<file path="src/rtl/bgr_seq.sv">
// bgr_seq: start-up sequencer and supervisor for N_CH bandgap macros.
// Each channel kicks porst, waits a settle time, checks vbg_ok, retries and latches a sticky fault.
module bgr_seq #(
  parameter int N_CH          = 4,
  parameter int KICK_CYCLES   = 16,
  parameter int SETTLE_CYCLES = 1024,
  parameter int MAX_RETRY     = 3
) (
  input  logic            clk,
  input  logic            resetb,
  input  logic [N_CH-1:0] en,
  input  logic [N_CH-1:0] vbg_ok,
  input  logic [N_CH-1:0] clr_fault,
  output logic [N_CH-1:0] porst,
  output logic [N_CH-1:0] ready,
  output logic [N_CH-1:0] fault,
  output logic            all_ready
);

  localparam int MAX_CNT = (KICK_CYCLES > SETTLE_CYCLES) ? KICK_CYCLES : SETTLE_CYCLES;
  localparam int CW      = $clog2(MAX_CNT + 1);
  localparam int RW      = $clog2(MAX_RETRY + 1);

  localparam logic [CW-1:0] KICK_LAST   = CW'(KICK_CYCLES - 1);
  localparam logic [CW-1:0] SETTLE_LAST = CW'(SETTLE_CYCLES - 1);
  localparam logic [RW-1:0] RETRY_LIMIT = RW'(MAX_RETRY);

  typedef enum logic [2:0] {
    ST_OFF,
    ST_KICK,
    ST_SETTLE,
    ST_READY,
    ST_FAULT
  } ch_state_e;

  // Two-flop synchroniser for the asynchronous comparator outputs
  logic [N_CH-1:0] sync1_reg;
  logic [N_CH-1:0] sync2_reg;

  always_ff @(posedge clk or negedge resetb) begin
    if (!resetb) begin
      sync1_reg <= '0;
      sync2_reg <= '0;
    end else begin
      sync1_reg <= vbg_ok;
      sync2_reg <= sync1_reg;
    end
  end

  for (genvar gi = 0; gi < N_CH; gi++) begin : g_ch
    ch_state_e     state_reg, state_next;
    logic [CW-1:0] cnt_reg, cnt_next;
    logic [RW-1:0] retry_reg, retry_next;
    logic [RW-1:0] retry_inc;
    logic          porst_reg, ready_reg, fault_reg;
    logic          ok_s;

    assign ok_s      = sync2_reg[gi];
    assign retry_inc = retry_reg + RW'(1);

    always_comb begin
      state_next = state_reg;
      cnt_next   = cnt_reg;
      retry_next = retry_reg;
      if (state_reg == ST_FAULT) begin
        // Only an explicit clear leaves FAULT; en low is deliberately ignored here
        if (clr_fault[gi]) begin
          state_next = ST_OFF;
          cnt_next   = '0;
          retry_next = '0;
        end
      end else if (!en[gi]) begin
        state_next = ST_OFF;
        cnt_next   = '0;
        retry_next = '0;
      end else begin
        case (state_reg)
          ST_OFF: begin
            state_next = ST_KICK;
            cnt_next   = '0;
            retry_next = '0;
          end
          ST_KICK: begin
            if (cnt_reg == KICK_LAST) begin
              state_next = ST_SETTLE;
              cnt_next   = '0;
            end else begin
              cnt_next = cnt_reg + CW'(1);
            end
          end
          ST_SETTLE: begin
            if (cnt_reg == SETTLE_LAST) begin
              cnt_next = '0;
              if (ok_s) begin
                state_next = ST_READY;
                retry_next = '0;
              end else begin
                retry_next = retry_inc;
                state_next = (retry_inc == RETRY_LIMIT) ? ST_FAULT : ST_KICK;
              end
            end else begin
              cnt_next = cnt_reg + CW'(1);
            end
          end
          ST_READY: begin
            if (!ok_s) begin
              cnt_next   = '0;
              retry_next = retry_inc;
              state_next = (retry_inc == RETRY_LIMIT) ? ST_FAULT : ST_KICK;
            end
          end
          default: begin
            state_next = ST_OFF;
            cnt_next   = '0;
            retry_next = '0;
          end
        endcase
      end
    end

    // Outputs are registered decodes of the state, one clock behind it
    always_ff @(posedge clk or negedge resetb) begin
      if (!resetb) begin
        state_reg <= ST_OFF;
        cnt_reg   <= '0;
        retry_reg <= '0;
        porst_reg <= 1'b0;
        ready_reg <= 1'b0;
        fault_reg <= 1'b0;
      end else begin
        state_reg <= state_next;
        cnt_reg   <= cnt_next;
        retry_reg <= retry_next;
        porst_reg <= (state_reg == ST_KICK);
        ready_reg <= (state_reg == ST_READY);
        fault_reg <= (state_reg == ST_FAULT);
      end
    end

    assign porst[gi] = porst_reg;
    assign ready[gi] = ready_reg;
    assign fault[gi] = fault_reg;
  end

  always_ff @(posedge clk or negedge resetb) begin
    if (!resetb) begin
      all_ready <= 1'b0;
    end else begin
      all_ready <= &ready;
    end
  end

endmodule

</file>
<file path="config.mk">
export PLATFORM = sky130hd
export DESIGN_NAME = bgr_seq
export DESIGN_NICKNAME = d
export VERILOG_FILES = /design/src/rtl/bgr_seq.sv
export SDC_FILE = /design/constraint.sdc
export NUM_CORES = 1
export LEC_CHECK = 0
export CAP_MARGIN = 20
export CORE_ASPECT_RATIO = 2
export CORE_MARGIN = 2
export CORE_UTILIZATION = 45
export DETAILED_ROUTE_END_ITERATION = 8
export GPL_TIMING_DRIVEN = 0
export REMOVE_ABC_BUFFERS = 1
export SETUP_SLACK_MARGIN = 0.4
export SYNTH_ARGS = -nofsm -noshare
export SYNTH_HDL_FRONTEND = slang
export SYNTH_SLANG_ARGS = --single-unit
</file>
<file path="constraint.sdc">
create_clock -name clk -period 2.72 [get_ports clk]
set_clock_uncertainty 0.1 [all_clocks]
set_input_delay 0.272 -clock clk [delete_from_list [all_inputs] [get_ports clk]]
set_output_delay 0.272 -clock clk [all_outputs]
set_load 0.1 [all_outputs]
</file>
Word level (Yosys, flattened, before mapping) --
Index checks and enable logic that the tools add are counted.
Cells by class: equal/unequal tests 48, reductions and logical operators 17, $add $sub $neg 8, mux-type cells 92
Operators with widths (count):
- $mux W11 | 24
- $pmux W11 S3 | 4
- $mux W3 | 32
- $mux W2 | 24
- $pmux W3 S4 | 4
- $add A11 B1 Y11 const B | 4
- $eq A11 B10 Y1 const B | 4
- $eq A11 B4 Y1 const B | 4
- $reduce_and A4 Y1 | 9
- $ne A4 B4 Y1 const B | 8
- $eq A3 B2 Y1 const B | 8
- $pmux W2 S3 | 4
- $ne A4 B3 Y1 const B | 4
- $eq A3 B1 Y1 const B | 4
- $eq A3 B3 Y1 const B | 4
- $logic_not A3 Y1 | 4
- $add A2 B1 Y2 const B | 4
- $eq A2 B2 Y1 const B | 4
- $ne A2 B2 Y1 const B | 4
- $reduce_and A2 Y1 | 4
- $ne A3 B2 Y1 const B | 2
- $ne A3 B3 Y1 const B | 2
Word-level totals: flip-flop bits (word level) 85, word-level logic and storage cells 192

Logic depth before layout (Yosys ltp) --
word-level depth 8, mapped depth 7, depth with buffers taken out 6

Least setup slack after synthesis --
No wires, ideal clock.
kind register -> register, start point reg g_ch[3].state_reg[1], end point reg g_ch[3].retry_reg[0], data required time 2.495 ns, slack 0.607 ns, clock period less this slack 2.113 ns, arrival 1.888 ns, stages on the path, launching flop included 7, cells stage by stage dfrtp_1 buf_4 inv_1 or4b_2 o21ai_0 nand2b_1 mux2_2
On the way: word-level cells in the longest chain between the ends 4, elaborated cells on any way between the ends 12, classes of those cells eq/ne: 8; mux: 3; reduce/logical: 1
RTL lines:
- start, declared | line 51 | ch_state_e state_reg, state_next;
- start signal, assigned | line 131 | state_reg <= state_next;
- $eq A3 B2 Y1 / $eq A3 B1 Y1 (equally long branches) | line 77 | case (state_reg)
- $pmux W2 S3 | line 77
- $mux W2 | line 72 | end else if (!en[gi]) begin
- $mux W2 | line 65 | if (state_reg == ST_FAULT) begin
- end signal, assigned | line 133 | retry_reg <= retry_next;
- end, declared | line 53 | logic [RW-1:0] retry_reg, retry_next;
Several ways; a longest one is shown, not always the timed one. A chain may end at the register's enable or synchronous reset.

Worst setup path in the final report --
start point reg g_ch[2].cnt_reg[0], end point reg g_ch[2].state_reg[2]
On the way: word-level cells in the longest chain between the ends 3, elaborated cells on any way between the ends 5, classes of those cells eq/ne: 4; reduce/logical: 1
RTL lines:
- start, declared | line 52 | logic [CW-1:0] cnt_reg, cnt_next;
- start signal, assigned | line 132 | cnt_reg <= cnt_next;
- $eq A11 B10 Y1 / $eq A11 B4 Y1 (equally long branches) | line 92, 84
- $ne A4 B4 Y1 (no source line) / $ne A4 B3 Y1 (equally long branches)
- $reduce_and A4 Y1 (no source line) (*)
- end signal, assigned | line 131
- end, declared | line 51
Mark *: on every way between the ends. The rest lies on a longest branch, timed or not.

==> results.txt <==
Largest net degree at the start of global routing: 57
Syn. warnings: 0
DRT Pass-1 Iters: 6
Total Wirelength: 9550 um
Crit path cell chain: ha_2 -> nand4b_1 -> o31ai_2 -> a21oi_4 -> or4_1 -> o21ai_1
Area growth syn-to-layout: 18.1%
Root buffer cell: clkbuf_16
Syn_area_per_cell: 9.91 um2
Vias in the first global route: 3455
Top cells by count, synth: dfrtp_1, nor2_1, nand2_1
Syn Inst Count: 443
Cell taking the most area after synthesis: dfrtp_1
Worst Setup EP: g_ch[2].state_reg[2]
Actual slew at the worst max-slew pin: 0.971 ns
Remaining Overflow, GRT: 0
CTS buffer count: 9
R2R Path Start: g_ch[2].cnt_reg[0]
Final hold vios: 0
Main synth FF type: dfrtp_1
Die H: 144 um
Slowest-stage cell, CP: or4_1
Core Box Area: 9640 um2
Final setup fails: 0
Initial DRC count: 206
CP delay by family, top: simple AND/OR/NAND/NOR gates
Fmax: 0.437 GHz
FF-to-FF setup slack: 0.43 ns
Crit. End Element: register
Synth Cell Area: 4390 um2
Wire length of the first global-routing pass: 16100 um
TritonCTS Sinks: 85
Final Cycle Share: 0.842
Clk pin slew, worst setup/hold paths: 0.06 ns
Slew Limit Fails: 0
Largest register FFs: 44
Via count: 3486
Type of the worst setup path: reg2reg
RD Place Congestion: 0.847
CTS tree: done
Standard-cell rows: 51
Yosys top cell area share: 0.485
Post-Route Utilization: 0.538
Total GRT Usage: 0.197
Residual DRC: 0
Initial antenna violation count: 0
Initial core utilization: 0.456
Pleak: 0.00223 uW
PortBufs: 26
Post-synth cell types: 64
Via density: 5.78
Share of cells above drive strength 1: 0.130
ANT cells: 0
Peak supply drop: 0.411 mV
Post-DP HPWL: 6780 um
Final #Nets: 488
Worst Path Arrival: 2.46 ns
EDFF count, synth: 0
Status: finished clean
Rel. slew slack: 0.351
RSZ-0062 raised after global routing: yes
Boundary Pins: 27
Critical Path Start Type: register
Max Cap Viol: 0
Dominant cells by area after synthesis: dfrtp_1, nor2_1, a21oi_1
CP peak stage delay: 0.54 ns
Critical path depth: 6
Clock Tree Buf Depth: 2
Sequential area share after synthesis: 0.485
Buffer and inverter count on the worst path: 0
Die width: 73.8 um
Detail Route Antenna Nets: 0
Mean routed wirelength per cell: 15.8 um
Worst Reg2Reg Path Length in Cells: 6
Fillers: 857
Critical Path RT: 2.89 ns
Worst Setup SP: g_ch[2].cnt_reg[0]
Worst hold margin: 0.253 ns
Async S/R FF share, synth: 1.00
#FFs+latches synth: 85
Crit path max fanout: 5
Cell area power density: 851 nW/um2
Final min period: 2.29 ns
CTS H-tree depth: 3
RR Endpoint: g_ch[2].state_reg[2]
Most frequent cell after synthesis: dfrtp_1
Min-delay worst type: reg2reg
Worst-skew pair later-pin latency: 0.34 ns
Total Die Area: 10600 um2
per-stage QoR:
stage               setup WS [ns]  cell area [um2]  total power [uW]  instances  setup TNS [ns]
CTS                         0.397             5110              4400        602               0
global route                0.336             5180              4670        603               0
floorplan                   0.566             4250              2580        423               0
global placement            -1.91             4680              2900        581         -161.99
finish                      0.430             5180              4410        603               0
detailed placement          0.137             4700              2930        582               0
where the power goes:
group / switching, uW / internal, uW / total (uW)
clock: 493 / 922 / 1410
combinational: 844 / 486 / 1330
sequential: 218 / 1450 / 1660
total: 1560 / 2850 / 4410
routing by layer:
layer  share of wire  vias to the layer above  track usage
met3           0.026                       22       0.0379
met4           0.029                        0       0.0909
met2            0.56                       65        0.358
met1            0.39                     1726        0.212
met5               0                        -            0
li1                -                     1673            -
cells by family after synthesis:
| logic type | count (synthesis) | synth area share |
|---|---|---|
| and+or+nand+nor | 179 | 0.225 |
| AOI/OAI and AO/OA | 113 | 0.176 |
| xor gates and xnor gates | 9 | 0.0180 |
| buffers and inverters | 38 | 0.0462 |
| adders and majority gates | 8 | 0.0228 |
| muxes | 11 | 0.0277 |
| DFF | 85 | 0.485 |
layout by cell type (no fill, tap or decap), drive strengths merged, types with 5 or more instances in the layout:
cell type and n:
a21oi 26, a22o 12, a31o 5, a31oi 17
and3 8, buf 6, clkbuf 12, clkdlybuf4s50 25
dfrtp 85, ha 8, inv 18, mux2 9
nand2 28, nand2b 13, nand3 20, nand4 8
nor2 41, nor2b 5, nor3 9, nor3b 10
nor4 8, o21ai 21, xor2 5
worst min path at each step:
stage | start | end | depth (start not counted) | slack, ns
finish | sync1_reg[2] | sync2_reg[2] | 0 | 0.25
global route | vbg_ok[3] | sync1_reg[3] | 1 | 0.26
CTS | sync1_reg[2] | sync2_reg[2] | 0 | 0.25
detailed placement | resetb | g_ch[3].state_reg[0] | 1 | 0.13
global placement | sync1_reg[1] | sync2_reg[1] | 0 | 0.23
floorplan | resetb | all_ready | 0 | -0.12
final cells by class:
cell class / count / area (um2) / area share
clock buffer: 12 / 246 / 0.0476
timing repair buffer: 32 / 325 / 0.0628
inverter: 18 / 67.6 / 0.0130
sequential: 85 / 2130 / 0.411
multi-input combinational: 320 / 2160 / 0.416
tap: 132 / 165 / 0.0319
clock inverter: 4 / 95.1 / 0.0183
timing repair:
action	in CTS	in global routing
resized for setup	7	13
endpoints found under the setup margin	19	28
gates cloned	0	0
hold buffers	1	0
endpoints found under the hold margin	29	0
setup buffers	3	1
pin swaps	2	1
No activity file was read; power rests on OpenSTA's default activity.
==> RTL change 1: new RTL, same settings <==
Set the parameter `KICK_CYCLES` to 32 (it was 16).
--- a/src/rtl/bgr_seq.sv
+++ b/src/rtl/bgr_seq.sv
@@ -4,3 +4,3 @@
   parameter int N_CH          = 4,
-  parameter int KICK_CYCLES   = 16,
+  parameter int KICK_CYCLES   = 32,
   parameter int SETTLE_CYCLES = 1024,
Behaviour: same outputs for any inputs over 10 cycles, from zero or initial values and one cycle with resetb low; that may be too few to reach the edited logic, so the function may still have changed.
==> RTL change 1 against the unedited design <==
Cell area grew 3.2%; sequential share of layout area shrank 1.3 points; first-iteration DRC count grew 5.8%; total power shrank 7.5%; worst setup slack gained 0.041 ns; non-clock buffer count grew 10; routed wire length grew 1.8%; sequential cell count is the same; synthesized area grew 2.9%; global-route usage shrank 0.84 points; critical endpoint is now g_ch[3].cnt_reg[8]$_DFFE_PN0P_.
==> RTL change 1: results (changes against the unedited design) <==
Layout
  – Final instance area: 5350 um^2 (was 5180 um^2)
  – Layout clock area frac: 0.0563 (was 0.0659)
  – Multi-input gate area: 2270 um^2 (was 2160 um^2)
  – Inverters: 23 (was 18)
  – Post-Layout Cell Count: 638 (was 603)
  – Final nets: 524 (was 488)
  – Multi-input gate count: 341 (was 320)
  – Sequential portion of the cell area: 0.397 (was 0.411)
  – Share of layout cells above drive strength 1: 0.138 (was 0.130)
  – Seq cells: 85 (unchanged)
  – Buffers, non-clock: 42 (was 32)
  – Filler Cells Inserted: 890 (was 857)

Drt
  – DRT Pass-1 Iters: 4 (was 6)
  – Met2 Routed Length: 5350 um (was 5310 um)
  – Metal-1 WL: 3910 um (was 3720 um)
  – Met3 routed WL: 226 um (was 250 um)
  – Total wire length: 9730 um (was 9550 um)
  – Vias post-DR: 3,654 (was 3,486)
  – Drt initial violations: 218 (was 206)

Pwr
  – Pint: 2.65 mW (was 2.85 mW)
  – Clock Power Share: 0.303 (was 0.321)
  – P_leak: 2.37 nW (was 2.23 nW)
  – Maximum vdd ir drop: 476 uV (was 411 uV)
  – Combinational Power Share: 0.305 (was 0.302)
  – Combinational power: 1.24 mW (was 1.33 mW)

Worst setup path
  – CP top delay family: simple AND/OR/NAND/NOR gates (unchanged)
  – Worst-path maximum fanout: 9 (was 5)
  – Slowest Stage Delay on Critical Path: 0.58 ns (was 0.54 ns)
  – CP max stage cell: or4_4 (was or4_1)

Yosys
  – Number of library cell types mapped by synthesis: 58 (was 64)
  – Avg Inst Size Synth: 9.53 um^2 (was 9.91 um^2)
  – Sequential area share after synthesis: 0.471 (was 0.485)
  – Post-synth top cells: dfrtp_1, nor2_1, nand2_1 (unchanged)
  – Synth area leaders: dfrtp_1, nor2_1, a21oi_1, nand3_1, nand2_1 (was dfrtp_1, nor2_1, a21oi_1, a31oi_1, nand2_1)
  – Area of the mapped netlist: 4520 um^2 (was 4390 um^2)

Global routing
  – First-pass GRT wire length: 16,100 um (about the same)
  – Largest net degree at the start of global routing: 68 (was 57)
  – M3 GR Usage: 0.0374 (was 0.0379)
  – Vias in the first global route: 3,514 (was 3,455)
  – Gr usage total: 0.189 (was 0.197)
  – Met1 usage: 0.215 (was 0.212)

Worst hold path
  – HP Class: reg2reg (unchanged)

Placement
  – Pre-CTS setup slack: 0.0456 ns (was 0.137 ns)
  – RD Place Congestion: 0.810 (was 0.847)
  – Dpl cell area: 4820 um^2 (was 4700 um^2)
  – DPL Wire Length: 6840 um (was 6780 um)

Status
  – Status: finished clean (unchanged)

Timing
  – Max-slew headroom: 0.337 (was 0.351)
[RTL change 1: cell types whose count changed after synthesis, sizes merged, moves of 4 or more]
cell / change
nand3: +8
nand2: +6
inv: +5
nor3: +4
a21oi: +4
a31oi: -6
buf: +4
nor3b: -4
[RTL change 1: path summary, 6_finish.rpt]
check,slack [ns],from,to,cells past startpoint
setup reg to reg,0.47,g_ch[3].cnt_reg[1]$_DFFE_PN0P_,g_ch[3].cnt_reg[8]$_DFFE_PN0P_,6
hold reg to reg,0.25,sync1_reg[1]$_DFF_PN0_,sync2_reg[1]$_DFF_PN0_,0
hold / removal,0.25,sync1_reg[1]$_DFF_PN0_,sync2_reg[1]$_DFF_PN0_,0
max in group asynchronous,1.65,resetb,g_ch[1].cnt_reg[3]$_DFFE_PN0P_,3
setup / recovery,0.47,g_ch[3].cnt_reg[1]$_DFFE_PN0P_,g_ch[3].cnt_reg[8]$_DFFE_PN0P_,6
min in group asynchronous,0.26,resetb,g_ch[2].porst_reg$_DFF_PN0_,2
[RTL change 1: logic make-up after synthesis]
| logic type | Yosys count | synth area share |
|---|---|---|
| flip-flops | 85 | 0.471 |
| XOR/XNOR | 8 | 0.0155 |
| buffers and inverters | 48 | 0.0524 |
| multiplexers | 9 | 0.0222 |
| AO/OA/AOI/OAI | 111 | 0.165 |
| adder cells (fa/ha/maj) | 8 | 0.0222 |
| AND/OR/NAND/NOR | 205 | 0.252 |
[RTL change 1: timing repair]
action | CTS | global route
pin swaps | 1 | 3
endpoints found under the hold margin | 18 | 0
hold buffers | 1 | 0
resized for setup | 10 | 13
setup buffers | 4 | 9
endpoints found under the setup margin | 14 | 19
==> RTL change 2: new RTL, same flow settings <==
Made on the original files. Re-encode `ch_state_e` (5 states) as one-hot, 5 bits wide.
--- a/src/rtl/bgr_seq.sv
+++ b/src/rtl/bgr_seq.sv
@@ -27,8 +27,8 @@
 
-  typedef enum logic [2:0] {
-    ST_OFF,
-    ST_KICK,
-    ST_SETTLE,
-    ST_READY,
-    ST_FAULT
+  typedef enum logic [4:0] {
+    ST_OFF    = 5'b00001,
+    ST_KICK   = 5'b00010,
+    ST_SETTLE = 5'b00100,
+    ST_READY  = 5'b01000,
+    ST_FAULT  = 5'b10000
   } ch_state_e;
Check against the original RTL: no difference found for any inputs over 4 cycles, from zero or initial values and one cycle with resetb low; so few cycles prove little.
==> RTL change 2 against the unedited design <==
Via count increased by 17%; sequential share of layout area decreased by 0.65 points; sequential cell count increased by 8; synthesized area increased by 15%; routed wire length increased by 18%; critical endpoint is now g_ch[0].cnt_reg[9]$_DFFE_PN0P_; die area increased by 14%; worst setup slack improved by 0.046 ns; cell area increased by 11%.
Power is not compared: it rests on default switching activity, and its combinational part moved more than twofold at a synthesized area within 25%.
==> RTL change 2: results (changes against the unedited design) <==
Worst hold path
  – Hold path startpoint: sync1_reg[0]$_DFF_PN0_ (was sync1_reg[2]$_DFF_PN0_)

Placement
  – Pre-CTS setup slack: 0.116 ns (was 0.137 ns)
  – Dpl cell area: 5340 um^2 (was 4700 um^2)
  – Placed insts: 668 (was 582)

Worst setup path
  – R2r startpoint: g_ch[0].cnt_reg[0]$_DFFE_PN0P_ (was g_ch[2].cnt_reg[0]$_DFFE_PN0P_)
  – Worst Path Arrival: 2.37 ns (was 2.46 ns)
  – FF-to-FF setup slack: 0.48 ns (was 0.43 ns)

Status
  – Status: finished clean (unchanged)

Timing
  – Max-slew headroom: 0.334 (was 0.351)
  – Min Hold Slack: 0.252 ns (was 0.253 ns)
  – Fin worst setup slack: 0.476 ns (was 0.430 ns)

Drt
  – Met2 Routed Length: 6230 um (was 5310 um)
  – Total wire length: 11,300 um (was 9550 um)
  – Routed wire per std cell: 16.3 um (was 15.8 um)
  – Vias post-DR: 4,085 (was 3,486)
  – Drt initial violations: 160 (was 206)
  – Metal-1 WL: 4470 um (was 3720 um)
  – Met3 routed WL: 294 um (was 250 um)

Global routing
  – Largest net degree at the start of global routing: 72 (was 57)
  – Met2 Resource Use GR: 0.362 (was 0.358)
  – First-pass GRT wire length: 19,400 um (was 16,100 um)
  – M3 GR Usage: 0.0264 (was 0.0379)
  – Vias in the first global route: 4,197 (was 3,455)
  – Gr usage total: 0.199 (was 0.197)

Pwr
  – Total power: 3.44 mW

Yosys
  – Synth area leaders: dfrtp_1, nor2_1, nand3_1, nand2_1, o21ai_0 (was dfrtp_1, nor2_1, a21oi_1, a31oi_1, nand2_1)
  – Avg Inst Size Synth: 9.60 um^2 (was 9.91 um^2)
  – Post-synth top cells: dfrtp_1, nor2_1, nand2_1, nand3_1, o21ai_0 (was dfrtp_1, nor2_1, nand2_1)

Layout
  – Final nets: 570 (was 488)

Clock network
  – Post CTS Setup Buffer Count: 1 (was 3)
## RTL change 2: cells by family (layout without fill, tap and decap cells)
group | count (synthesis) | count (layout) | synth area share
multiplexers | 10 | 10 | 0.0214
flip-flops | 93 | 93 | 0.463
adder cells (fa/ha/maj) | 8 | 8 | 0.0199
AND/OR/NAND/NOR | 240 | 240 | 0.261
AO/OA/AOI/OAI | 123 | 123 | 0.172
buffers and inverters | 40 | 68 | 0.0442
XOR/XNOR | 11 | 11 | 0.0191
## RTL change 2: worst max-delay path: stages, from the launching register on
cell,delay [ns]
dfrtp_1,0.40
ha_2,0.24
nand3_2,0.15
or4_4,0.57
a22o_4,0.31
and2_1,0.18
a22o_1,0.18
## RTL change 2: layout make-up
class / count / share of cell area
Timing Repair Buffer: 36 / 0.0616
Multi-Input combinational cell: 392 / 0.447
Sequential cell: 93 / 0.404
Tap cell: 140 / 0.0303
Clock inverter: 4 / 0.00412
Inverter: 16 / 0.0104
Clock buffer: 12 / 0.0427
